===== src/rtl/cam_gray_capture.sv =====
// Camera capture stage: frame-syncs on cam_vsync, assembles RGB565 byte pairs,
// converts each pixel to 8-bit luma and emits one frame-buffer write per pixel.
module cam_gray_capture #(
  parameter int H_PIXELS = 640,
  parameter int V_LINES  = 480,
  parameter int XW       = 10,
  parameter int YW       = 10
) (
  input  logic          pclk,
  input  logic          reset,
  input  logic          cam_vsync,
  input  logic          href,
  input  logic [7:0]    pixel,
  output logic [7:0]    wr_data,
  output logic [XW-1:0] wr_x,
  output logic [YW-1:0] wr_y,
  output logic          wren,
  output logic          frame_done,
  output logic          line_err
);

  typedef enum logic [1:0] {
    WAIT_VS_HIGH = 2'd0,
    WAIT_VS_LOW  = 2'd1,
    ACTIVE       = 2'd2
  } state_e;

  state_e          state_q, state_d;
  logic            href_q, href_d;
  logic            vs_q, vs_d;
  logic            phase_q, phase_d;
  logic [7:0]      byte0_q, byte0_d;
  logic [XW-1:0]   x_q, x_d;
  logic [YW-1:0]   y_q, y_d;
  logic [7:0]      wr_data_q, wr_data_d;
  logic [XW-1:0]   wr_x_q, wr_x_d;
  logic [YW-1:0]   wr_y_q, wr_y_d;
  logic            wren_q, wren_d;
  logic            frame_done_q, frame_done_d;
  logic            line_err_q, line_err_d;

  // Luma from byte0 (held) and the current byte1; 5/6-bit channels are
  // widened by replicating their MSBs so full-scale maps to 255.
  logic [7:0]  r8, g8, b8, gray;
  logic [16:0] sum;
  logic        x_in, y_in;

  always_comb begin
    r8   = {byte0_q[7:3], byte0_q[7:5]};
    g8   = {byte0_q[2:0], pixel[7:5], byte0_q[2:1]};
    b8   = {pixel[4:0], pixel[4:2]};
    sum  = 17'd77 * {9'd0, r8} + 17'd150 * {9'd0, g8} + 17'd29 * {9'd0, b8};
    gray = 8'(sum >> 8);
    x_in = int'(x_q) < H_PIXELS;
    y_in = int'(y_q) < V_LINES;
  end

  always_comb begin
    state_d      = state_q;
    href_d       = href;
    vs_d         = cam_vsync;
    phase_d      = phase_q;
    byte0_d      = byte0_q;
    x_d          = x_q;
    y_d          = y_q;
    wr_data_d    = wr_data_q;
    wr_x_d       = wr_x_q;
    wr_y_d       = wr_y_q;
    wren_d       = 1'b0;
    frame_done_d = 1'b0;
    line_err_d   = line_err_q;
    case (state_q)
      WAIT_VS_HIGH: if (cam_vsync) state_d = WAIT_VS_LOW;
      WAIT_VS_LOW: begin
        if (!cam_vsync) begin
          state_d    = ACTIVE;
          x_d        = '0;
          y_d        = '0;
          phase_d    = 1'b0;
          line_err_d = 1'b0;
        end
      end
      ACTIVE: begin
        // vsync overrides any byte traffic; a partial line is simply dropped
        if (cam_vsync) begin
          if (!vs_q) begin
            state_d      = WAIT_VS_LOW;
            frame_done_d = 1'b1;
          end
        end else if (href) begin
          if (!phase_q) begin
            byte0_d = pixel;
            phase_d = 1'b1;
          end else begin
            phase_d = 1'b0;
            if (y_in) begin
              if (x_in) begin
                wren_d    = 1'b1;
                wr_data_d = gray;
                wr_x_d    = x_q;
                wr_y_d    = y_q;
                x_d       = x_q + XW'(1);
              end else begin
                line_err_d = 1'b1;
              end
            end
          end
        end else if (href_q) begin
          if (phase_q) line_err_d = 1'b1;
          phase_d = 1'b0;
          x_d     = '0;
          if (y_in) y_d = y_q + YW'(1);
        end
      end
      default: state_d = WAIT_VS_HIGH;
    endcase
  end

  always_ff @(posedge pclk) begin
    if (reset) begin
      state_q      <= WAIT_VS_HIGH;
      href_q       <= 1'b0;
      vs_q         <= 1'b0;
      phase_q      <= 1'b0;
      byte0_q      <= '0;
      x_q          <= '0;
      y_q          <= '0;
      wr_data_q    <= '0;
      wr_x_q       <= '0;
      wr_y_q       <= '0;
      wren_q       <= 1'b0;
      frame_done_q <= 1'b0;
      line_err_q   <= 1'b0;
    end else begin
      state_q      <= state_d;
      href_q       <= href_d;
      vs_q         <= vs_d;
      phase_q      <= phase_d;
      byte0_q      <= byte0_d;
      x_q          <= x_d;
      y_q          <= y_d;
      wr_data_q    <= wr_data_d;
      wr_x_q       <= wr_x_d;
      wr_y_q       <= wr_y_d;
      wren_q       <= wren_d;
      frame_done_q <= frame_done_d;
      line_err_q   <= line_err_d;
    end
  end

  assign wr_data    = wr_data_q;
  assign wr_x       = wr_x_q;
  assign wr_y       = wr_y_q;
  assign wren       = wren_q;
  assign frame_done = frame_done_q;
  assign line_err   = line_err_q;

endmodule


===== config.mk =====
export PLATFORM = sky130hd
export DESIGN_NAME = cam_gray_capture
export DESIGN_NICKNAME = d
export VERILOG_FILES = /design/src/rtl/cam_gray_capture.sv
export SDC_FILE = /design/constraint.sdc
export NUM_CORES = 1
export LEC_CHECK = 0
export BUFFER_PORTS_ARGS = -buffer_cell sky130_fd_sc_hd__buf_2
export CORE_AREA = 2 2 100 102
export CTS_BUF_LIST = sky130_fd_sc_hd__clkbuf_2
export CTS_CLUSTER_DIAMETER = 60
export CTS_CLUSTER_SIZE = 28
export DETAILED_ROUTE_END_ITERATION = 6
export DIE_AREA = 0 0 102 104
export GPL_ROUTABILITY_DRIVEN = 0
export PLACE_DENSITY = 0.8
export SETUP_SLACK_MARGIN = 0.2
export SKIP_LAST_GASP = 1
export SYNTH_ARGS = -nofsm -noshare
export SYNTH_HDL_FRONTEND = slang
export SYNTH_SLANG_ARGS = --single-unit

===== constraint.sdc =====
create_clock -name pclk -period 17.2 [get_ports pclk]
set_input_delay 0.86 -clock pclk [delete_from_list [all_inputs] [get_ports pclk]]
set_output_delay 0.86 -clock pclk [all_outputs]
set_load 0.02 [all_outputs]

After elaboration in Yosys (flattened, before gate mapping)
Index checks and enable logic that the tools add are counted.

Output and inout port bits: 31. Latch bits: 0. Logic and storage cells: 88. Memories: 0. Bits of input ports: 12. ROM bits: 0. Register bits: 64. Memory bits (writable): 0.

$mul: 3. $add $sub $neg: 4. Equality and inequality tests: 16. Magnitude comparators: 2. Muxes and demuxes: 34. Bitwise logic cells: 5. Reductions and logical operators: 11. Shifts and indexed selects: 0. Div/mod/pow operators: 0.

Operators by type and width (count): 10-bit two-way mux (11); 10-bit case mux with 2 select lines (2); 7-bit by 8-bit multiplier with 15-bit output, first input constant (2); 10-bit by 1-bit adder with 10-bit output, second input constant (2); 2-bit != test, second input constant (9); 15-bit by 16-bit adder with 16-bit output (1); 16-bit by 13-bit adder with 16-bit output (1); 3-bit != test, second input constant (5); 1-bit two-way mux (14); 7-bit AND reduction (2); 5-bit by 8-bit multiplier with 13-bit output, first input constant (1); 4-bit AND reduction (3); 6-bit AND reduction (2); 10-bit less-than comparator, second input constant (1); 10-bit by 9-bit less-than comparator with 1-bit output, second input constant (1); 2-bit two-way mux (4); 2-bit case mux with 3 select lines (1); 6-bit OR reduction (1); 1-bit inverter (5); 1-bit case mux with 2 select lines (2); 3-bit OR reduction (1); 2-bit by 1-bit equality test with 1-bit output, second input constant (1); 2-bit equality test, second input constant (1); 2-bit zero test (1); 2-bit nonzero test (1).

Depth between registers and ports, before layout
Gate-level depths: netlist of the first run.

Depth after elaboration: 7. Depth in mapped cells: 24. Mapped depth without buffers: 24.

Worst setup path before layout of the first run
Ideal clock, no wire load.

Path kind: input -> register. Start: in pixel[7]. End: reg wr_data_q[6] (netlist: wr_data[6]). Cell stages on the path: 19. Setup time: 117 ps. Buffers on the path: 0. Slack: 10472 ps. Arrival: 6611 ps. Required time: 17083 ps. Cell sequence: ha_1 ha_1 inv_1 fa_1 inv_1 fa_1 ha_1 xor2_1 fa_1 fa_1 fa_1 inv_1 fa_1 ha_1 nand2_1 or4b_2 a21boi_0 o21ai_0 a32o_1.

Longest elaborated chain between the ends: 3.

Ends and longest elaborated chain: start, declared (RTL line 13) `input logic [7:0] pixel,`; 7-bit by 8-bit multiplier with 15-bit output (RTL line 52) `sum = 17'd77 * {9'd0, r8} + 17'd150 * {9'd0, g8} + 17'd29 * {9'd0, b8};`; 15-bit by 16-bit adder with 16-bit output (RTL line 52); 16-bit by 13-bit adder with 16-bit output (RTL line 52); end signal, assigned (RTL line 142) `wr_data_q <= wr_data_d;`; end, declared (RTL line 35) `logic [7:0] wr_data_q, wr_data_d;`.

Every way passes these cells. A chain may end at the register's enable or synchronous reset.

Final worst setup path of the first run
Start: reg byte0_q[1]. End: reg wr_data_q[7] (netlist: wr_data[7]).

Longest elaborated chain between the ends: 3.

Ends and longest elaborated chain: start, declared (RTL line 32) `logic [7:0] byte0_q, byte0_d;`; start signal, assigned (RTL line 139) `byte0_q <= byte0_d;`; 7-bit by 8-bit multiplier with 15-bit output (RTL line 52); 15-bit by 16-bit adder with 16-bit output (RTL line 52); 16-bit by 13-bit adder with 16-bit output (RTL line 52).

Every way passes these cells.

==> results of run 1 <==
[layout make-up]
type,instances,share of cell area [%]
multi-input cells,431,64.2
flip-flops and latches,64,21.4
inverters,98,6.15
repair buffers,44,3.76
well taps,133,2.78
clock buffers,11,0.920
clock inverters,4,0.774
[synth_stat cells, drive strengths merged, types with 3 or more instances]
master and count:
o21ai 21, fa 54, and2 3, dfxtp 64, ha 85, xnor2 6, nor2 43, a21o 3
nor2b 3, clkbuf 12, a211oi 3, nand2 53, nand3b 3, nor3 7, xor2 16, a311oi 4
buf 3, o21bai 5, and3 5, or3 4, o21a 3, a31oi 10, inv 97, nand3 16
nand2b 3, a41oi 3, a21oi 41, or2 3, mux2i 7
[cell families (layout without fill, tap and decap cells)]
family	after synthesis	count (layout)
flops	64	64
mux	8	8
simple gates	158	158
compound gates	104	104
buf+inv	113	157
fa+ha+maj	139	139
xor+xnor	22	22
[worst max-delay path, cell delays in order (launching register included)]
cell and delay [ps]:
dfxtp_1 610, ha_1 320, ha_1 280, inv_1 50
fa_1 530, inv_1 60, fa_1 460, ha_1 360
a21oi_1 200, xnor2_1 170, ha_1 270, inv_1 80
fa_1 430, fa_1 480, fa_1 550, inv_1 50
ha_1 370, a21o_1 240, o21bai_1 160, a211oi_1 370
a31oi_1 190, or4_1 510, o2111ai_1 110
[stage by stage]
stage / util [%] / setup WS (ps)
6_report: 62.7 / 10290
5_1_grt: 62.7 / 9940
4_1_cts: 62.7 / 10290
3_5_place_dp: 61.6 / 9870
3_3_place_gp: 61.6 / 10130
2_1_floorplan: - / 10470
[state kept, by name, indices dropped and copies added (netlist names)]
signal / count
phase_q: 1
byte0_q: 8
wr_data: 8
state_q: 2
wr_y: 10
vs_q: 1
y_q: 10
x_q: 10
wren: 1
frame_done: 1
href_q: 1
wr_x: 10
line_err: 1
[how the worst min path moves through the flow]
stage                              start                    to  slack [ps]  cells after the start
floorplan            y_q[9]$_SDFFE_PP0P_   y_q[9]$_SDFFE_PP0P_         420                      2
global placement     y_q[9]$_SDFFE_PP0P_   y_q[9]$_SDFFE_PP0P_         430                      2
detailed placement   y_q[9]$_SDFFE_PP0P_   y_q[9]$_SDFFE_PP0P_         450                      2
CTS                  y_q[9]$_SDFFE_PP0P_   y_q[9]$_SDFFE_PP0P_         470                      2
global route        wr_x[1]$_SDFFE_PP0P_  wr_x[1]$_SDFFE_PP0P_         490                      2
finish               y_q[9]$_SDFFE_PP0P_   y_q[9]$_SDFFE_PP0P_         460                      2
[power groups by stage]
stage	combinational [mW]	sequential (mW)	clock (mW)
final	0.236	0.150	0.0868
after global routing	0.271	0.151	0.0927
after CTS	0.235	0.150	0.0875
after detailed placement	0.233	0.154	0
after global placement	0.221	0.153	0
after floorplan	0.178	0.153	0
[cell usage in the layout (no fill, tap or decap), types with 4 or more instances in the layout]
cell / count
inv_1: 97
xor2_1: 16
a311oi_1: 4
and3_1: 5
clkbuf_2: 11
ha_1: 85
a21oi_1: 40
nand3_1: 15
nor2_1: 43
o21ai_0: 20
mux2i_1: 7
nand2_1: 53
a31oi_1: 10
nor3_1: 6
dfxtp_1: 64
or3_1: 4
xnor2_1: 6
fa_1: 54
o21bai_1: 5
buf_2: 42
[routing by layer]
layer | share of wire [%] | wire (um) | track usage (%) | up-vias
met2 | 50 | 5870 | 40.5 | 91
met5 | 0 | 0 | 0 | -
li1 | - | - | - | 2111
met3 | 4.6 | 535 | 4.57 | 19
met4 | 1.7 | 197 | 7.81 | 0
met1 | 44 | 5160 | 30.9 | 2114
==> metrics.md, run 1 <==
| Metric | Value |
|---|---|
| Outcome | finished, final reports clean |
| Crit start category | flop |
| Fillers | 802 |
| Largest cells by area after synthesis | dfxtp_1 23%, fa_1 19%, ha_1 19% |
| Final WL | 11800 um |
| Initial antenna violation count | 0 |
| Share of cells above drive strength 1 | 10.4% |
| H-tree lvl count | 3 |
| Mapped Area | 0.00555 mm2 |
| Die height | 104 um |
| Lkg Pwr | 2.99 nW |
| Clock share of power | 18.3% |
| Multi-input gate area | 0.00384 mm2 |
| Core area | 0.00955 mm2 |
| Largest net degree at the start of global routing | 45 |
| Reg2reg setup slack | 10290 ps |
| DR iter-0 viols | 154 |
| DR vias | 4335 |
| Worst-path fanout max | 9 |
| Worst EP required | 17630 ps |
| Detailed placer's ending HPWL | 9420 um |
| Clock Latency Late Sink | 510 ps |
| Final min period | 6910 ps |
| Synth Area in Compound Gates | 11.7% |
| Post-CTS Setup Bufs | 0 |
| Die area | 0.0106 mm2 |
| Clock buffer count from CTS | 9 |
| Post-DRT Antenna Nets | 0 |
| Yosys cell types | 56 |
| Worst slew margin | 14.3% |
| Synthesis-to-finish area growth | 7.92% |
| Cell internal pwr | 278 uW |
| Synth Instances | 608 |
| Post-Route Setup TNS | 0 ps |
| Total grt overflow | 0 |
| Post-Synth Simple-Gate Area | 13.8% |
| Synth top area share | 23.1% |
| Seq/Total Area, Yosys | 23.1% |
| Global-route wire length before repair | 20400 um |
| Final Cycle Share | 40.2% |
| Seq pwr share | 31.8% |
| CTS Buffer Depth | 2 |
| Via density | 5.52 |
| WL per Instance | 15.0 um |
| Clock root buffer | clkbuf_2 |
| Clock transition at path regs | 180 ps |
| Pwr Density | 79.1 mW/mm2 |
| Combinational Power Share | 49.9% |
| Design Power | 474 uW |
| Kind of critical path | reg2reg |
| Mean post-synth cell area | 9.12 um2 |
| Worst hold path class | reg2reg |
| Dpl cell area | 0.00588 mm2 |
| IO Port Bufs | 42 |
| Post-synthesis mux area share | 1.47% |
| # hold bufs at CTS | 0 |
| Sw power | 196 uW |
| Critical Path End | wr_data[7]$_SDFFE_PP0P_ |
| Worst-Margin Slew | 1270 ps |
| Post-synth EDFFs | 0 |
| YS warnings | 0 |
| Cell taking the most area after synthesis | dfxtp_1 |
| Sequential cell area | 0.00128 mm2 |
| DR pass1 iterations | 4 |
| Post_cts resized | 0 |
| Finished Cell Area | 0.00598 mm2 |
| Nets | 799 |
| Initial core utilization | 58.1% |
| Largest family of logic cells by synthesized area | adder cells |
| Ports | 43 |
| #FFs+latches synth | 64 |
| Top_reg_cell synth | dfxtp_1 |
| Crit path from | byte0_q[1]$_SDFFE_PP0P_ |
| Arrival @ worst endpoint | 7340 ps |
| Clk_skew | 21.9 ps |
| Tot GR Track Use | 24.1% |
| Unrepaired setup endpoints after global routing | no |
| Switching part of the total power | 41.3% |
| Max Clk Rate | 145 MHz |
| VDD IR max | 0.0000653 V |
| Non-Filler Instances | 785 |
| Xor and xnor fraction of the mapped netlist area | 3.47% |
| Floorplan row count | 36 |
| Final hold vios | 0 |
| ANT cells | 0 |
| Reg2reg path depth | 22 |
| CP endpoint kind | flop |
| Syn nets | 759 |
| # DRC | 0 |
| Hold slack final | 462 ps |
| Num Clock Sinks | 64 |
| Async S/R FF share, synth | 0% |
| Final Max Tran Viols | 0 |
| Worst r2r dst | wr_data[7]$_SDFFE_PP0P_ |
| Maxcap violations | 0 |
| Critical R2R Launch | byte0_q[1]$_SDFFE_PP0P_ |
| CTS tree | yes |
| Vias in the first global route | 4499 |
| Die W | 102 um |
| Adder-Cell Fraction of Synth Area | 38.7% |
| Dpl cells | 770 |
| Setup violations, final | 0 |
(Power assumes the default switching activity.)
==> run 2: changes to the inputs <==
- ABC_AREA: unset -> 1
- CORE_AREA: 2 2 100 102 -> 2 2 102 104
- DIE_AREA: 0 0 102 104 -> 0 0 104 106
- PLACE_DENSITY: 0.8 -> 0.81
- clock period: 17.2 -> 7.17 ns (I/O delays scaled with it)
==> run 2 against run 1 <==
Against the previous run: hold slack worse by 320 ps; worst setup slack lost 9400 ps; largest cell class unchanged; non-clock buffer count is 2 lower; largest power group unchanged; synthesized area is 5.8% higher; utilization rose by 0.42 points; combinational power rose to 3.2 times the previous value; global-route usage increased by 0.94 points; critical path depth is 2 higher; via count is 12% higher; maximum frequency rose by 11%.
==> metrics.md, run 2 <==
| Metric | Value |
|---|---|
| Outcome | finished, final reports clean |
| Async S/R FF share, synth | 0% |
| Kind of critical path | reg2reg |
| Hold slack final | 137 ps |
| Top_reg_cell synth | dfxtp_1 |
| Post-synth EDFFs | 0 |
| Post-DRT Antenna Nets | 0 |
| Slowest Stage Delay on Critical Path | 550 ps |
| Clk_skew | 42.6 ps |
| H-tree lvl count | 3 |
| Tot GR Track Use | 25.0% |
| Crit start category | flop |
| Dpl cell area | 0.00618 mm2 |
| Detailed placer's ending HPWL | 10200 um |
| Synthesis-to-finish area growth | 7.51% |
| Lkg Pwr | 3.27 nW |
| Global-route wire length before repair | 22300 um |
| Final hold vios | 0 |
| Hold Crit Start | href |
| Most frequent cells in the layout | 142 x inv_1, 135 x nand2_1, 85 x ha_1 |
| CP bufs+invs | 4 |
| Synth top area share | 21.8% |
| Unrepaired setup endpoints after global routing | no |
| Initial antenna violation count | 0 |
| Clock buffer count from CTS | 9 |
| Maxcap violations | 0 |
| Largest cells by area after synthesis | dfxtp_1 22%, fa_1 18%, ha_1 18% |
| Pwr Density | 217 mW/mm2 |
| Worst path slowest cell | dfxtp_1 |
| Via density | 5.29 |
| Sequential cell area | 0.00128 mm2 |
| YS warnings | 0 |
| Post_cts resized | 0 |
| Num Clock Sinks | 64 |
| Floorplan row count | 37 |
| #FFs+latches synth | 64 |
| Clock Latency Late Sink | 520 ps |
| Reg2reg path depth | 24 |
| DR iter-0 viols | 279 |
| Met3 wire length | 530 um |
| Die height | 106 um |
| Final Cycle Share | 87.2% |
| Cell taking the most area after synthesis | dfxtp_1 |
| # hold bufs at CTS | 0 |
| Worst slew margin | 36.6% |
| Initial core utilization | 58.7% |
| Family with the most delay on the worst path | adder cells |
| Die W | 104 um |
| VDD IR max | 0.000143 V |
| Met2 wire length | 6370 um |
| Count leader, synth | inv_1 |
| Largest net degree at the start of global routing | 42 |
| Total grt overflow | 0 |
| Most common cell after layout, fill and taps aside | inv_1 |
| Fillers | 873 |
| Core area | 0.0100 mm2 |
| Worst-path cell chain | ha_1 -> ha_1 -> inv_1 -> fa_1 -> inv_1 -> fa_1 -> ha_1 -> nand2_1 -> nand2_1 -> a31oi_1 -> xnor2_1 -> ha_1 -> inv_1 -> fa_1 -> fa_1 -> fa_1 -> inv_1 -> ha_1 -> a21oi_1 -> o21ai_0 -> a21oi_1 -> a21oi_1 -> nor2_1 -> nor2_1 |
| Finished Cell Area | 0.00631 mm2 |
| Met1 Routed Length | 5590 um |
| Yosys cell types | 38 |
| Vias in the first global route | 4909 |
| Worst EP required | 7570 ps |
| DR vias | 4848 |
| ANT cells | 0 |
| Mean post-synth cell area | 7.97 um2 |
| Max Clk Rate | 160 MHz |
| Worst-Margin Slew | 950 ps |
| Syn nets | 887 |
| Die area | 0.0110 mm2 |
| Max Used Layer | met4 |
| Mapped Area | 0.00587 mm2 |
| Share of cells above drive strength 1 | 9.73% |
| Cell depth of the worst setup path | 24 |
| Clock root buffer | clkbuf_2 |
| Post-Route Setup TNS | 0 ps |
| Ports | 43 |
| DP Worst Slack | 947 ps |
| Nets | 928 |
| Commonest cells in the netlist | 142 x inv_1, 135 x nand2_1, 85 x ha_1, 64 x dfxtp_1, 63 x a21oi_1 |
| Multi-input gate area | 0.00396 mm2 |
| Worst-path fanout max | 8 |
| Final min period | 6250 ps |
| Core Util, Final | 63.1% |
| CTS tree | yes |
| Final Max Tran Viols | 0 |
| Final Worst Setup Slack | 918 ps |
| # DRC | 0 |
| Arrival @ worst endpoint | 6650 ps |
| Seq/Total Area, Yosys | 21.8% |
| Crit path from | byte0_q[1]$_SDFFE_PP0P_ |
| IO Port Bufs | 42 |
| Setup violations, final | 0 |
| CTS Buffer Depth | 2 |
| WL per Instance | 13.9 um |
| Post-CTS Setup Bufs | 0 |
| Worst hold path class | in2reg |
| Critical R2R Launch | byte0_q[1]$_SDFFE_PP0P_ |
| Synth Instances | 736 |
| Clock transition at path regs | 210 ps |
| Hold Crit Depth | 3 |
| CP endpoint kind | flop |
| DR pass1 iterations | 5 |
| Final WL | 12700 um |
## run 2: cell count changes after synthesis, sizes merged, moves of 5 or more
| cell | change |
|---|---|
| and3 | -5 |
| a31oi | -7 |
| xor2 | -6 |
| nor2 | +5 |
| o21ai | +14 |
| inv | +52 |
| clkbuf | -7 |
| nand3 | +15 |
| nand4 | +10 |
| mux2i | -7 |
| a21oi | +22 |
| nand2 | +86 |
## run 2: cell type report
cell class                      instances  area share, %
Clock inverter                          6           1.35
Tap cell                              136           2.70
Timing Repair Buffer                   42           3.33
Inverter                              149           8.91
Clock buffer                            9          0.714
Multi-Input combinational cell        511           62.7
Sequential cell                        64           20.3
## run 2: path summary, 6_finish.rpt
kind	to	slack, ps
worst min register to register	y_q[9]$_SDFFE_PP0P_	470
worst min-delay path	href_q$_SDFF_PP0_	140
worst max-delay path	wr_data[6]$_SDFFE_PP0P_	920
worst max register to register	wr_data[6]$_SDFFE_PP0P_	920
## run 2: tightest hold or removal path, cell delays in order
cell and delay [ps]:
buf_2 130, inv_2 80, nor2_1 40
## run 2: power breakdown
part	internal [mW]	switching, mW	leakage [nW]	total [mW]
logic	0.276	0.476	2.67	0.751
clock network	0.112	0.141	0.0738	0.253
registers	0.360	0.00397	0.517	0.364
## run 2: cell families after synthesis
kind of cell,synth area share (%)
and+or+nand+nor,18.0
buffers and inverters,10.8
adders and majority gates,36.5
AOI/OAI and AO/OA,10.6
DFF,21.8
xor gates and xnor gates,2.24
## run 2: per-layer routing
layer / track usage, % / vias to the layer above
li1: - / 2427
met1: 31.4 / 2287
met2: 44.0 / 110
met3: 4.17 / 24
met4: 7.92 / 0
met5: 0 / -
## run 2: stage by stage
stage / instances / total power [mW]
2_1_floorplan: 736 / 0.956
3_3_place_gp: 902 / 1.08
5_1_grt: 917 / 1.51
6_report: 917 / 1.37
4_1_cts: 917 / 1.37
3_5_place_dp: 902 / 1.11
